==> src/rtl/inst_prefetch_pkg.sv <==
// -----------------------------------------------------------------------------
// inst_prefetch_pkg
// Shared definitions for the instruction prefetch unit: the NOP filler word,
// the default boot address, the fetch FSM encoding and the queue entry layout.
// -----------------------------------------------------------------------------
package inst_prefetch_pkg;

  // RISC-V canonical NOP (addi x0, x0, 0), shown on inst_o when the queue is empty.
  localparam logic [31:0] NOP_INST         = 32'h0000_0013;
  localparam logic [31:0] DEFAULT_RESET_PC = 32'h0000_0000;

  typedef enum logic [1:0] {
    BOOT     = 2'd0,
    FETCH    = 2'd1,
    REDIRECT = 2'd2
  } pf_state_e;

  // One queue slot: the fetched word together with the address it came from.
  typedef struct packed {
    logic [31:0] addr;
    logic [31:0] inst;
  } pf_entry_t;

  function automatic logic [31:0] word_align(input logic [31:0] a);
    return {a[31:2], 2'b00};
  endfunction

endpackage

==> src/rtl/inst_prefetch_if.sv <==
// -----------------------------------------------------------------------------
// inst_prefetch_if
// Bundles the prefetcher's ROM port, redirect port and core-side instruction
// handshake.
//   master : the prefetcher (drives rom_req_o/rom_addr_o and the inst_* outputs)
//   slave  : the environment (ROM + core; drives rom_inst_i, flush_*, inst_ready_i)
// -----------------------------------------------------------------------------
interface inst_prefetch_if;

  logic        rom_req_o;
  logic [31:0] rom_addr_o;
  logic [31:0] rom_inst_i;
  logic        flush_i;
  logic [31:0] flush_addr_i;
  logic        inst_valid_o;
  logic [31:0] inst_o;
  logic [31:0] inst_addr_o;
  logic        inst_ready_i;

  modport master (
    output rom_req_o, rom_addr_o, inst_valid_o, inst_o, inst_addr_o,
    input  rom_inst_i, flush_i, flush_addr_i, inst_ready_i
  );

  modport slave (
    input  rom_req_o, rom_addr_o, inst_valid_o, inst_o, inst_addr_o,
    output rom_inst_i, flush_i, flush_addr_i, inst_ready_i
  );

endinterface

==> src/rtl/inst_prefetch_pf_fifo.sv <==
// -----------------------------------------------------------------------------
// pf_fifo
// DEPTH x 64-bit synchronous FIFO holding prefetched {addr, inst} entries.
// The head entry is read combinationally from storage.
//   clk, rst_n   : clock, asynchronous active-low reset
//   clear_i      : empties the FIFO; wins over push_i/pop_i in the same cycle
//   push_i       : write push_data_i at the tail
//   pop_i        : drop the head entry (ignored when empty)
//   head_o       : current head entry (undefined contents when empty_o=1)
//   count_o      : number of valid entries, 0..DEPTH
//   full_o       : count_o == DEPTH
//   empty_o      : count_o == 0
// -----------------------------------------------------------------------------
module pf_fifo
  import inst_prefetch_pkg::*;
#(
  parameter int DEPTH = 4,
  localparam int PTR_W = $clog2(DEPTH),
  localparam int CNT_W = PTR_W + 1
) (
  input  logic             clk,
  input  logic             rst_n,
  input  logic             clear_i,
  input  logic             push_i,
  input  pf_entry_t        push_data_i,
  input  logic             pop_i,
  output pf_entry_t        head_o,
  output logic [CNT_W-1:0] count_o,
  output logic             full_o,
  output logic             empty_o
);

  pf_entry_t        mem_q [DEPTH];
  logic [PTR_W-1:0] wr_ptr_q, wr_ptr_d;
  logic [PTR_W-1:0] rd_ptr_q, rd_ptr_d;
  logic [CNT_W-1:0] count_q, count_d;
  logic             do_push, do_pop;

  always_comb begin
    // NOTE: every signal written here gets a default first, so no path can
    // leave it unassigned and infer a latch.
    do_push  = push_i && !clear_i;
    do_pop   = pop_i && !clear_i && !empty_o;
    wr_ptr_d = wr_ptr_q;
    rd_ptr_d = rd_ptr_q;
    count_d  = count_q;
    if (clear_i) begin
      wr_ptr_d = '0;
      rd_ptr_d = '0;
      count_d  = '0;
    end else begin
      // DEPTH is a power of two, so the pointers wrap on their own.
      if (do_push) wr_ptr_d = wr_ptr_q + PTR_W'(1);
      if (do_pop)  rd_ptr_d = rd_ptr_q + PTR_W'(1);
      unique case ({do_push, do_pop})
        2'b10:   count_d = count_q + CNT_W'(1);
        2'b01:   count_d = count_q - CNT_W'(1);
        default: count_d = count_q;
      endcase
    end
  end

  always_ff @(posedge clk or negedge rst_n) begin
    // NOTE: sequential state uses non-blocking assignments so every flop
    // samples the pre-edge value of every other flop.
    if (!rst_n) begin
      wr_ptr_q <= '0;
      rd_ptr_q <= '0;
      count_q  <= '0;
    end else begin
      wr_ptr_q <= wr_ptr_d;
      rd_ptr_q <= rd_ptr_d;
      count_q  <= count_d;
    end
  end

  // NOTE: storage is deliberately not reset; entries are only visible through
  // count_q, which is reset, so stale contents can never be observed.
  always_ff @(posedge clk) begin
    if (do_push) mem_q[wr_ptr_q] <= push_data_i;
  end

  assign head_o  = mem_q[rd_ptr_q];
  assign count_o = count_q;
  assign full_o  = (count_q == CNT_W'(DEPTH));
  assign empty_o = (count_q == '0);

  // The producer's credit scheme must make overflow impossible.
  no_overflow: assert property (@(posedge clk) disable iff (!rst_n)
    !(push_i && !clear_i && full_o));

endmodule

==> src/rtl/inst_prefetch.sv <==
// -----------------------------------------------------------------------------
// inst_prefetch
// Instruction prefetch unit: fetches sequential words from a one-cycle-latency
// instruction ROM into a small queue and hands them to the core with a
// valid/ready handshake. A flush redirects fetching to a new target and
// discards everything queued or in flight.
//   clk, rst : clock, asynchronous active-low reset
//   bus      : inst_prefetch_if.master (ROM request/response, flush, inst handshake)
// -----------------------------------------------------------------------------
module inst_prefetch
  import inst_prefetch_pkg::*;
#(
  parameter int          DEPTH    = 4,
  parameter logic [31:0] RESET_PC = DEFAULT_RESET_PC
) (
  input  logic            clk,
  input  logic            rst,
  inst_prefetch_if.master bus
);

  localparam int CNT_W = $clog2(DEPTH) + 1;
  localparam int CRD_W = CNT_W + 1;

  pf_state_e        state_q, state_d;
  logic [31:0]      pc_q, pc_d;
  logic             inflight_q, inflight_d;

  logic [CNT_W-1:0] fifo_count;
  logic             fifo_full, fifo_empty;
  pf_entry_t        fifo_head;
  pf_entry_t        fifo_wdata;
  logic [CRD_W-1:0] credit_used;
  logic             rom_req, fifo_push, fifo_pop;

  always_comb begin
    // A slot is reserved for every request still in flight, so the queue can
    // never be asked to accept a response it has no room for.
    credit_used = {1'b0, fifo_count} + CRD_W'(inflight_q);
    // The request is not registered: a flush in this very cycle must suppress it.
    rom_req     = (state_q == FETCH) && !bus.flush_i && !fifo_full
                  && (credit_used < CRD_W'(DEPTH));
    // Flush discards the response arriving this cycle and beats a pop.
    fifo_push   = inflight_q && !bus.flush_i;
    fifo_pop    = !fifo_empty && bus.inst_ready_i && !bus.flush_i;
    // pc_q already moved on by 4 when the request was issued.
    fifo_wdata  = '{addr: pc_q - 32'd4, inst: bus.rom_inst_i};

    state_d    = state_q;
    pc_d       = pc_q;
    inflight_d = rom_req;
    if (bus.flush_i) begin
      state_d = REDIRECT;
      pc_d    = word_align(bus.flush_addr_i);
    end else begin
      // BOOT and REDIRECT each last exactly one cycle.
      state_d = FETCH;
      if (rom_req) pc_d = pc_q + 32'd4;
    end
  end

  always_ff @(posedge clk or negedge rst) begin
    if (!rst) begin
      state_q    <= BOOT;
      pc_q       <= RESET_PC;
      inflight_q <= 1'b0;
    end else begin
      state_q    <= state_d;
      pc_q       <= pc_d;
      inflight_q <= inflight_d;
    end
  end

  pf_fifo #(.DEPTH(DEPTH)) u_fifo (
    .clk         (clk),
    .rst_n       (rst),
    .clear_i     (bus.flush_i),
    .push_i      (fifo_push),
    .push_data_i (fifo_wdata),
    .pop_i       (fifo_pop),
    .head_o      (fifo_head),
    .count_o     (fifo_count),
    .full_o      (fifo_full),
    .empty_o     (fifo_empty)
  );

  assign bus.rom_req_o    = rom_req;
  assign bus.rom_addr_o   = pc_q;
  assign bus.inst_valid_o = !fifo_empty;
  assign bus.inst_o       = fifo_empty ? NOP_INST : fifo_head.inst;
  assign bus.inst_addr_o  = fifo_empty ? 32'h0 : fifo_head.addr;

endmodule

==> src/flat_wrapper.sv <==
// flat-port wrapper written by rule: the top's interface ports become plain ports
module inst_prefetch_flat import inst_prefetch_pkg::*;
#(
  parameter int          DEPTH    = 4,
  parameter logic [31:0] RESET_PC = DEFAULT_RESET_PC
)
  (clk, rst, bus_rom_req_o, bus_rom_addr_o, bus_inst_valid_o, bus_inst_o, bus_inst_addr_o, bus_rom_inst_i, bus_flush_i, bus_flush_addr_i, bus_inst_ready_i);
  inst_prefetch_if bus_i ();
  input  logic clk;
  input  logic rst;
  output wire logic [$bits(bus_i.rom_req_o)-1:0] bus_rom_req_o;
  output wire logic [$bits(bus_i.rom_addr_o)-1:0] bus_rom_addr_o;
  output wire logic [$bits(bus_i.inst_valid_o)-1:0] bus_inst_valid_o;
  output wire logic [$bits(bus_i.inst_o)-1:0] bus_inst_o;
  output wire logic [$bits(bus_i.inst_addr_o)-1:0] bus_inst_addr_o;
  input wire logic [$bits(bus_i.rom_inst_i)-1:0] bus_rom_inst_i;
  input wire logic [$bits(bus_i.flush_i)-1:0] bus_flush_i;
  input wire logic [$bits(bus_i.flush_addr_i)-1:0] bus_flush_addr_i;
  input wire logic [$bits(bus_i.inst_ready_i)-1:0] bus_inst_ready_i;
  assign bus_rom_req_o = bus_i.rom_req_o;
  assign bus_rom_addr_o = bus_i.rom_addr_o;
  assign bus_inst_valid_o = bus_i.inst_valid_o;
  assign bus_inst_o = bus_i.inst_o;
  assign bus_inst_addr_o = bus_i.inst_addr_o;
  assign bus_i.rom_inst_i = bus_rom_inst_i;
  assign bus_i.flush_i = bus_flush_i;
  assign bus_i.flush_addr_i = bus_flush_addr_i;
  assign bus_i.inst_ready_i = bus_inst_ready_i;
  inst_prefetch #(.DEPTH(DEPTH), .RESET_PC(RESET_PC)) u_core (.clk(clk), .rst(rst), .bus(bus_i));
endmodule
==> config.mk <==
export PLATFORM = sky130hd
export DESIGN_NAME = inst_prefetch_flat
export DESIGN_NICKNAME = d
export VERILOG_FILES = /design/src/rtl/inst_prefetch_pkg.sv /design/src/rtl/inst_prefetch_if.sv /design/src/rtl/inst_prefetch_pf_fifo.sv /design/src/rtl/inst_prefetch.sv /design/src/flat_wrapper.sv
export SDC_FILE = /design/constraint.sdc
export NUM_CORES = 1
export LEC_CHECK = 0
export BUFFER_PORTS_ARGS = -buffer_cell sky130_fd_sc_hd__buf_4
export CORE_ASPECT_RATIO = 0.7
export CORE_UTILIZATION = 39
export CTS_CLUSTER_SIZE = 12
export DETAILED_ROUTE_END_ITERATION = 8
export GPL_ROUTABILITY_DRIVEN = 0
export PLACE_DENSITY = 0.62
export SYNTH_ARGS = -nofsm -noshare
export SYNTH_HDL_FRONTEND = slang
export SYNTH_SLANG_ARGS = --single-unit
==> constraint.sdc <==
create_clock -name clk -period 3.4 [get_ports clk]
set_input_delay 0 -clock clk [delete_from_list [all_inputs] [get_ports clk]]
set_output_delay 0 -clock clk [all_outputs]
set_load 0.01 [all_outputs]
==> parameters.txt <==
Parameter                              Value

Status
  Result of the run    completed

Floorplan
  Initial cell density of the core    40.3%
  Number of rows in the core area    53
  Chip Width    214 microns
  Vertical die dimension    150 microns
  Core Box Area    0.0304 sq mm
  Total I/O pin count    166
  Die footprint    0.0322 sq mm

Pwr
  Static leakage    5.52 nW
  Net switching power    2.80 mW
  Combinational share of power    27.4%
  Clock group share of total power    29.8%
  Overall power    9.95 mW
  Sequential cell fraction of total power    42.8%
  Net switching fraction of the power    28.2%
  Cell area power density    643 mW/mm^2
  Worst voltage drop across the vdd grid    0.398 mV
  Cell-internal power    7.15 mW

STA
  Ratio of final minimum period to clock period    80.5%
  Slew of the pin with the lowest slew margin    1.17 ns
  Final hold violation count    0
  Setup repair after global routing missed its margin    false
  Headroom to the max-slew limit    21.5%
  Setup violations, final    0
  Post-route clock skew    0.0178 ns
  Worst Hold Margin    0.187 ns
  Maximum clock frequency    365 MHz
  Max Transition Viols Final    0
  Final Worst Setup Slack    0.662 ns
  Clock period minus worst slack    2.74 ns
  Final setup TNS    0 ns

Drt
  Total number of vias    7248
  Avg WL per Cell    20.5 microns
  Iteration count of the initial detailed-routing pass    5
  DRT antenna net count    0
  Vias per Instance    5.19
  Total wirelength of the detailed-routed design    28600 microns
  Starting DRC count in detailed routing    541
  Drc violations    0

Yosys
  Dominant combinational cell family by area after synthesis    multiplexers
  Flip-flop cell with the highest count after synthesis    edfxtp_1
  Async S/R FF share, synth    13.9%
  Number of cells produced by synthesis    745
  Portion of netlist area occupied by mux cells    12.0%
  Share of synthesized area occupied by flip-flops and latches    68.9%
  Number of different library cells in the post-synthesis netlist    54
  Number of synthesized flops with an enable pin    248
  Share of the synthesized area in compound gates (AO/OA/AOI/OAI)    3.19%
  Post-Synth Adder-Cell Area    0.775%
  Top area cells in the synthesized netlist    edfxtp_1 (61%), mux4_2 (11%), dfrtp_1 (8.2%), and2_1 (3.4%), xor2_1 (1.6%)
  Number of synthesized register bits    288
  Netlist area before placement    0.0123 sq mm
  Cell accounting for the most synthesized area    edfxtp_1
  Synthesized-area fraction occupied by xor and xnor cells    2.49%
  Mapped Avg Cell Area    16.5 sq um
  Simple-Gate Fraction of Synth Area    10.1%
  Number of synthesis warnings    0
  Proportion of netlist area held by the largest area contributor    60.7%

Clock network
  Number of setup buffers added after CTS    0
  Insertion delay of the later-clocked pin in the worst-skew pair    0.55 ns
  Maximum number of buffers from clock root to sink    3
  TritonCTS Buffers    29
  Clock tree from TritonCTS    built
  Worst-path clk slew    0.06 ns
  Clock H-tree levels    1
  CTS Root Cell    clkbuf_16
  Sinks on Clock Net    288

Critical path
  Type of element capturing the critical path    flip-flop
  Kind of launch point of the worst setup path    flip-flop
  CP max stage delay    0.60 ns
  Most used cell along the critical path    or4_4
  Worst path arrival time    3.06 ns
  WS Path Type    flip-flop to flip-flop
  CP Buf/Inv Count    0
  WP data required    3.72 ns
  Largest fanout on the critical path    10
  Series of cell instances along the critical path    or4_4 > nand2b_4 > or4_4 > or3_1 > xnor2_1
  Slowest cell on the critical path    or4_4
  Kind of cell with the highest combined delay on the critical path    simple AND/OR/NAND/NOR gates

Layout
  Total number of nets in the final design    1042
  Area Overhead vs Synth    26.1%
  Fill cell instance count of the final layout    2567
  Utilization after layout    50.8%
  Most frequent standard cell in the layout excluding fill and tap cells    edfxtp_1
  Fraction of final layout cells with drive strength greater than 1    30.1%
  Most used cells in the layout excluding fill and tap cells    edfxtp_1 (248), buf_4 (175), dlygate4sd3_1 (66)

Job
  Max-cap violations    0

Place
  Final HPWL from detailed placement    17500 microns
  Worst Setup Slack post-DPL    0.701 ns
  Number of input and output port buffers inserted    159

GRT
  Grt total ovfl    0
  Total Routing Usage GR    18.1%
  Number of global-route vias before repair    7420
  Pin count of the biggest net entering global routing    62
  First-pass GRT wire length    44100 microns
  Antenna violations before repair    1

Min path
  HP Class    primary input to flip-flop
## logic make-up after synthesis
logic type	after synthesis
buffers and inverters	69
AO/OA/AOI/OAI	52
other	1
XOR/XNOR	34
multiplexers	70
adder cells (fa/ha/maj)	7
flip-flops	288
AND/OR/NAND/NOR	224
## layout make-up
cell class / instances / area [sq um] / area share [%]
well taps: 412 / 515 / 3.33
inverters: 11 / 41.3 / 0.267
flip-flops and latches: 288 / 8450 / 54.6
clock buffers: 42 / 774 / 5.01
clock inverters: 5 / 73.8 / 0.477
multi-input cells: 391 / 3530 / 22.8
diodes: 1 / 2.50 / 0.0162
repair buffers: 246 / 2070 / 13.4
## through the flow
stage | instance area, sq um | cells
after CTS | 15500 | 1395
after detailed placement | 13900 | 1281
final | 15500 | 1396
after global placement | 13900 | 1281
after global routing | 15500 | 1396
after floorplan | 12300 | 748
## flip-flops by register name, indices dropped and copies added, names as in the netlist
signal and cells:
u_core.state_q 2, u_core.bus.rom_addr_o 30, u_core.inflight_q 1, u_core.u_fifo.rd_ptr_q 2, u_core.u_fifo.count_o 3, u_core.u_fifo.mem_q 248
u_core.u_fifo.wr_ptr_q 2
## per-layer routing
metal	vias to the layer above	GRT usage (%)	part of all wire, %
met5	-	0	0
met3	37	3.66	4.9
met2	188	27.3	45
met1	3703	26.9	49
met4	0	4.10	1.7
li1	3320	-	-
## worst paths after layout
kind                                                  startpoint                                    end  slack [ns]  cells after the start
setup / recovery           u_core.bus.rom_addr_o[15]$_DFFE_PN0N_   u_core.u_fifo.mem_q[1][63]$_DFFE_PP_        0.66                      5
setup reg to reg           u_core.bus.rom_addr_o[15]$_DFFE_PN0N_   u_core.u_fifo.mem_q[1][63]$_DFFE_PP_        0.66                      5
hold reg to reg             u_core.u_fifo.count_o[2]$_DFFE_PN0P_   u_core.u_fifo.count_o[2]$_DFFE_PN0P_        0.59                      2
hold / removal                               bus_flush_addr_i[4]   u_core.bus.rom_addr_o[4]$_DFFE_PN0N_        0.19                      4
min in group asynchronous                                    rst  u_core.bus.rom_addr_o[29]$_DFFE_PN0N_        0.34                      3
max in group asynchronous                                    rst  u_core.u_fifo.rd_ptr_q[0]$_DFFE_PN0P_        2.61                      4
## synth_stat cells (2+ instances only)
| master | instances |
|---|---|
| a22oi_1 | 5 |
| a21oi_1 | 2 |
| and2_1 | 66 |
| nor4_1 | 7 |
| a221o_1 | 5 |
| clkbuf_1 | 34 |
| nor2_1 | 28 |
| xnor2_1 | 11 |
| xor2_1 | 22 |
| buf_4 | 4 |
| a31oi_1 | 3 |
| nand3_1 | 24 |
| mux4_2 | 62 |
| nor3_1 | 18 |
| or2_2 | 4 |
| nand4_1 | 12 |
| or4_1 | 3 |
| o311ai_0 | 9 |
| nand2_1 | 38 |
| mux2i_1 | 8 |
| edfxtp_1 | 248 |
| nor3_2 | 2 |
| dfrtp_1 | 40 |
| or3_1 | 8 |
| or4_4 | 3 |
| ha_1 | 6 |
| a21boi_0 | 2 |
| o211ai_1 | 11 |
| buf_2 | 9 |
| and3_1 | 3 |
| buf_1 | 8 |
| o21ai_0 | 8 |
| inv_1 | 10 |
| buf_6 | 2 |
## power by group through the flow
stage                     Clock (mW)  Combinational, mW  Sequential [mW]
final                           2.97               2.73             4.26
after global routing            3.18               2.97             4.29
after floorplan                    0               1.65             4.15
after CTS                       3.05               2.79             4.26
after global placement             0               2.69             4.32
after detailed placement           0               2.71             4.33
## what timing repair did
action                                 CTS  global route
endpoints found under the hold margin  201             0
hold buffers                            67             0
resized for setup                        0             0
## worst register-to-register path, cell delays in order, from the launching register on
cell      delay (ns)
dfrtp_1         0.49
or4_4           0.60
nand2b_4        0.18
or4_4           0.47
or3_1           0.41
xnor2_1         0.36
Power figures use the tool's default switching activity.
